[src/rtl/pipe_sink.sv]
// Tail consumer for a pipe_reg chain: buffers the last stage's beats in a small
// FIFO and re-presents them on a valid/ready port with occupancy and beat count.
module pipe_sink #(
  parameter int DSIZE = 8,
  parameter int DEPTH = 4,
  parameter int CNT_W = 16
) (
  input  logic                       clock,
  input  logic                       rst_n,
  input  logic                       flush,
  input  logic                       valid,
  input  logic [DSIZE-1:0]           indata,
  output logic                       low_empty,
  output logic                       out_vld,
  output logic [DSIZE-1:0]           out_data,
  input  logic                       out_rdy,
  output logic [$clog2(DEPTH):0]     level,
  output logic [CNT_W-1:0]           beat_cnt
);

  localparam int AW = $clog2(DEPTH);
  localparam int LW = AW + 1;

  logic [DSIZE-1:0] mem [DEPTH];
  logic [AW-1:0]    wr_ptr_q, wr_ptr_d;
  logic [AW-1:0]    rd_ptr_q, rd_ptr_d;
  logic [LW-1:0]    level_q, level_d;
  logic [CNT_W-1:0] beat_cnt_q, beat_cnt_d;
  logic             push, pop;

  // No ready pass-through: a full FIFO refuses input even if it pops this cycle.
  assign low_empty = (level_q != LW'(DEPTH)) & ~flush;
  assign out_vld   = (level_q != '0);
  assign push      = valid & low_empty;
  assign pop       = out_vld & out_rdy & ~flush;

  assign out_data  = out_vld ? mem[rd_ptr_q] : '0;
  assign level     = level_q;
  assign beat_cnt  = beat_cnt_q;

  always_comb begin
    wr_ptr_d   = wr_ptr_q;
    rd_ptr_d   = rd_ptr_q;
    level_d    = level_q;
    beat_cnt_d = beat_cnt_q;
    if (flush) begin
      wr_ptr_d   = '0;
      rd_ptr_d   = '0;
      level_d    = '0;
      beat_cnt_d = '0;
    end else begin
      if (push) wr_ptr_d = wr_ptr_q + AW'(1);
      if (pop) begin
        rd_ptr_d   = rd_ptr_q + AW'(1);
        beat_cnt_d = beat_cnt_q + CNT_W'(1);
      end
      if (push && !pop)      level_d = level_q + LW'(1);
      else if (pop && !push) level_d = level_q - LW'(1);
    end
  end

  always_ff @(posedge clock or negedge rst_n) begin
    if (!rst_n) begin
      wr_ptr_q   <= '0;
      rd_ptr_q   <= '0;
      level_q    <= '0;
      beat_cnt_q <= '0;
    end else begin
      wr_ptr_q   <= wr_ptr_d;
      rd_ptr_q   <= rd_ptr_d;
      level_q    <= level_d;
      beat_cnt_q <= beat_cnt_d;
    end
  end

  // Storage carries no reset; stale words are hidden by the out_vld gate.
  always_ff @(posedge clock) begin
    if (push) mem[wr_ptr_q] <= indata;
  end

endmodule
[config.mk]
export PLATFORM = sky130hd
export DESIGN_NAME = pipe_sink
export DESIGN_NICKNAME = d
export VERILOG_FILES = /design/src/rtl/pipe_sink.sv
export SDC_FILE = /design/constraint.sdc
export NUM_CORES = 1
export LEC_CHECK = 0
export ABC_AREA = 1
export ABC_CLOCK_PERIOD_IN_PS = 3420
export CAP_MARGIN = 20
export CELL_PAD_IN_SITES_DETAIL_PLACEMENT = 0
export CELL_PAD_IN_SITES_GLOBAL_PLACEMENT = 2
export CORE_MARGIN = 2
export CORE_UTILIZATION = 35
export DETAILED_ROUTE_END_ITERATION = 12
export PLACE_DENSITY = 0.9
export SYNTH_ARGS = -nofsm -noshare
export SYNTH_HDL_FRONTEND = slang
export SYNTH_SLANG_ARGS = --single-unit
export TNS_END_PERCENT = 50
[constraint.sdc]
create_clock -name clock -period 3.42 [get_ports clock]
set_input_delay 0.684 -clock clock [delete_from_list [all_inputs] [get_ports clock]]
set_output_delay 0.684 -clock clock [all_outputs]
set_load 0.02 [all_outputs]
[After elaboration in Yosys (flattened, before gate mapping)]
Memory sizes are Yosys's and may differ from the RTL's.
Index checks and enable logic that the tools add are counted.
Word-level totals
  bits in registers: 23
  memory bits (writable): 32
  bits of input ports: 13
  output and inout bits: 29
  memories kept: 1
Memories
  mem: words 4, bits a word 8, read ports 1, clocked after Yosys merged registers in 0, wr ports 1, line 24  | logic [DSIZE-1:0] mem [DEPTH];
Cells by class
  $add $sub $neg: 5
  eq/ne operators: 1
  mux-type cells: 12
  bitwise operators: 5
  reductions and logical operators: 8
Operator list (number)
  16-bit two-way mux: 2
  16-bit by 1-bit adder with 16-bit output, second input constant: 1
  3-bit two-way mux: 3
  2-bit two-way mux: 4
  8-bit two-way mux: 1
  3-bit nonzero test: 2
  2-bit by 1-bit adder with 2-bit output, second input constant: 2
  1-bit bitwise AND: 4
  2-bit nonzero test: 2
  3-bit by 1-bit adder with 3-bit output, second input constant: 1
  3-bit inequality test, second input constant: 1
  3-bit by 1-bit subtractor with 3-bit output, second input constant: 1
  1-bit logical AND: 2
  1-bit logical NOT: 2
  1-bit two-way mux: 2
  1-bit NOT: 1

[Logic depth before layout (Yosys ltp)]
  depth after elaboration: 8
  mapped depth: 12
  mapped depth without buffers: 12

[Least setup slack after synthesis]
OpenSTA, ideal clock, no wires.
  path kind: flip-flop to output port
  from: reg rd_ptr_q[0]
  to: out out_data[6]
  arrival: 1.291 ns
  required time: 2.736 ns
  path slack: 1.445 ns
  stages on the path, launching flop included: 6
  path buffers: 2
  cell sequence: dfrtp_1 -> buf_2 -> inv_2 -> clkbuf_1 -> o21ai_0 -> a21oi_1
On the way
  cells in the longest elaborated chain, start to end: 2
Ends and longest elaborated chain
  from (decl): line 26  | logic [AW-1:0] rd_ptr_q, rd_ptr_d;
  from (signal assigned): line 70  | rd_ptr_q <= rd_ptr_d;
  memory 4 x 8 bit
  8-bit two-way mux: line 37  | assign out_data = out_vld ? mem[rd_ptr_q] : '0;
  to (decl): line 15  | output logic [DSIZE-1:0] out_data,
Every way passes these cells.

[Worst setup path after layout]
  from: reg rd_ptr_q[0]
  to: out out_data[5]
Same word-level chain as after synthesis.

==> results.cfg <==
[outcome]
status = finished, final reports clean

[routing]
drtPass1Iterations = 4
ant_nets = 0
avgViaCountPerCell = 4.77
routedWlPerCell_microns = 13.9
via_count = 2099
m1WireLength_mm = 3.09
drt-initial-drc-count = 117
routed_wl_mm = 6.12
route.met2.wl_mm = 2.74
drc = 0
dr.max_layer_used = met4
dr_wl_met3_microns = 226

[power_and_ir_drop]
ir_drop_uv = 402
powerDensity_nw_per_um2 = 591
p_leak_uw = 0.00132

[worst_hold_path]
holdCritPathClass = flop to flop
hold_depth = 2

[cts]
cts_made_buffers = 5
clk_latency_ns = 0.31
ctsHtreeMaxLevel = 2
cts_resized = 0
cts_hold_buffers = 0
clk_pin_slew_ns = 0.10
cts_sinks = 55
cts_tree = done
cts_root_buf = clkbuf_8
post_cts_buffers = 0
clock_path_buffers = 2

[worst_setup_path]
cp_data_required_time_ns = 2.74
cp_cell_sequence = inv_2 > o21ai_0 > a21oi_1 > clkdlybuf4s50_1
worstSetupStartpoint = rd_ptr_q[0]$_DFFE_PN0P_
r2r-start = level[2]$_DFFE_PN0P_
arrival_ns = 2.25
end_kind = output pin
r2r_cells = 12
timing.rr.end = level[2]$_DFFE_PN0P_
crit_end = out_data[5]
critPathSlowestCell = dfrtp_1
crit_type = flop to output pin
r2r_slack_ns = 1.50
critPathMaxStageDelay_ns = 0.75
critPathMaxFanout = 18
worst_setup_path_start_kind = flop

[yosys]
synthCells = 293
ys_warn_count = 0
synth_top_cell_by_area = edfxtp_1
syn_area_per_cell_sq_um = 9.42
synth_area_sq_um = 2760
ys_seq_elements = 55
syn_nets = 312
yosysSeqAreaShare_pct = 55.6
yosys.cell_types.count = 32
synth_top_cell_area_share_pct = 34.8
synthTopCellsByArea = edfxtp_1 (35%), dfrtp_1 (21%), nand2_1 (7.3%), nor2_1 (7.2%), o21ai_0 (4.3%)

[layout]
layout_common_cells = nand2_1 (54), nor2_1 (53), clkdlybuf4s50_1 (41)
fin_area_sq_um = 3420
drive_gt1_share_pct = 10.4
antennaDiodeCount = 0
fin_cells = 440
multi_input_area_sq_um = 1080
final_common_cell = nand2_1
syn_to_final_growth_pct = 23.8
post-route-util_pct = 44.5
nNetsFinal = 356
fillerInstances = 779
seqCellArea_sq_um = 1540

[global_route]
grtUsageTotal_pct = 15.0
grt_antenna_before_repair = 0
first_global_vias = 1972
grt_pass1_wl_mm = 10.1
grt_max_degree = 24
grt-ovfl-total = 0

[run]
cap_violations = 0

[timing]
min_period_over_period_pct = 85.7
clock.fmax_ghz = 0.341
hold_viol = 0
tns_ns = 0
rsz0062_at_grt = no
tightest_slew_ns = 0.849
final_max_slew_viol_count = 0
setup_viol = 0
finClkSkew_ns = 0.0117
min_period_ns = 2.93
relSlewSlack_pct = 43.2

[floorplan]
die_w_microns = 92.8
ioPinCount = 42
fp.dieArea_sq_um = 8620
die_h_microns = 92.8
fp.coreArea_sq_um = 7690
rows = 32
start_util_pct = 35.9

[place]
dp.cells = 432
dpl.hpwl_mm = 4.26
gp_congestion = 0.729
io_buffer_count = 41
placed_cell_area_sq_um = 3280
## layer usage
layer	GRT usage [%]	vias to the layer above
met2	22.8	42
met4	4.04	0
met1	22.3	986
li1	-	1066
met3	2.52	5
met5	0	-
## logic make-up after synthesis
family,count (synthesis),share of synthesized area (%)
fa+ha+maj,6,2.99
compound gates,45,8.79
simple gates,149,26.6
buf+inv,36,5.30
xor+xnor,2,0.634
flops,55,55.6
## worst min-delay path by stage
stage               slack (ns)                       end                      from
finish                    0.56  beat_cnt[15]$_DFFE_PN0P_  beat_cnt[15]$_DFFE_PN0P_
global route              0.60  beat_cnt[15]$_DFFE_PN0P_  beat_cnt[15]$_DFFE_PN0P_
detailed placement        0.54  beat_cnt[15]$_DFFE_PN0P_  beat_cnt[15]$_DFFE_PN0P_
CTS                       0.56  beat_cnt[15]$_DFFE_PN0P_  beat_cnt[15]$_DFFE_PN0P_
floorplan                 0.39   beat_cnt[0]$_DFFE_PN0P_                     rst_n
global placement          0.53  beat_cnt[15]$_DFFE_PN0P_  beat_cnt[15]$_DFFE_PN0P_
## cell type report
cell class,count,area share [%]
clock buffers,5,2.01
repair buffers,43,12.4
multi-input cells,202,31.5
inverters,30,3.37
flip-flops and latches,55,44.9
well taps,102,3.73
clock inverters,3,1.98
## power by group
part	leakage, uW	total, uW	switching (uW)	internal (uW)
clock	0.0000644	504	212	292
sequential	0.000605	827	70.2	757
combinational	0.000649	690	414	276
## worst max-delay path: cells and delay by family (launching register included)
kind	cells	cell delay, ns
AOI/OAI and AO/OA	2	0.39
buffers and inverters	2	0.80
DFF	1	0.75
## state kept, by name (all words and copies together) (netlist names)
name	count
mem	32
wr_ptr_q	2
beat_cnt	16
rd_ptr_q	2
level	3
## synth_stat cells
library cell,number
inv_1,23
ha_1,5
nor3_4,1
a22oi_2,1
nand2_8,2
a31oi_1,1
nand3_4,1
nor2_4,3
nor2_2,2
buf_2,4
o21ai_0,24
o21bai_1,2
clkinv_1,1
inv_2,5
edfxtp_1,32
nand3_2,2
nand4_1,13
dfrtp_1,23
buf_4,1
xnor2_1,2
nand3_1,10
o21ai_1,3
clkbuf_1,1
a21oi_1,13
nand2_1,54
inv_4,1
nor2_1,53
nand2_2,3
nor3_1,2
nand2_4,3
a21oi_2,1
fa_1,1
## per-stage QoR
stage | setup WS, ns | power, uW | hold WS [ns]
final | 0.488 | 2020 | 0.558
after global routing | 0.338 | 2140 | 0.602
after CTS | 0.493 | 2050 | 0.564
after detailed placement | 0.777 | 1540 | 0.535
after global placement | 0.771 | 1530 | 0.533
after floorplan | 1.44 | 1250 | 0.388
Power figures use the tool's default switching activity.
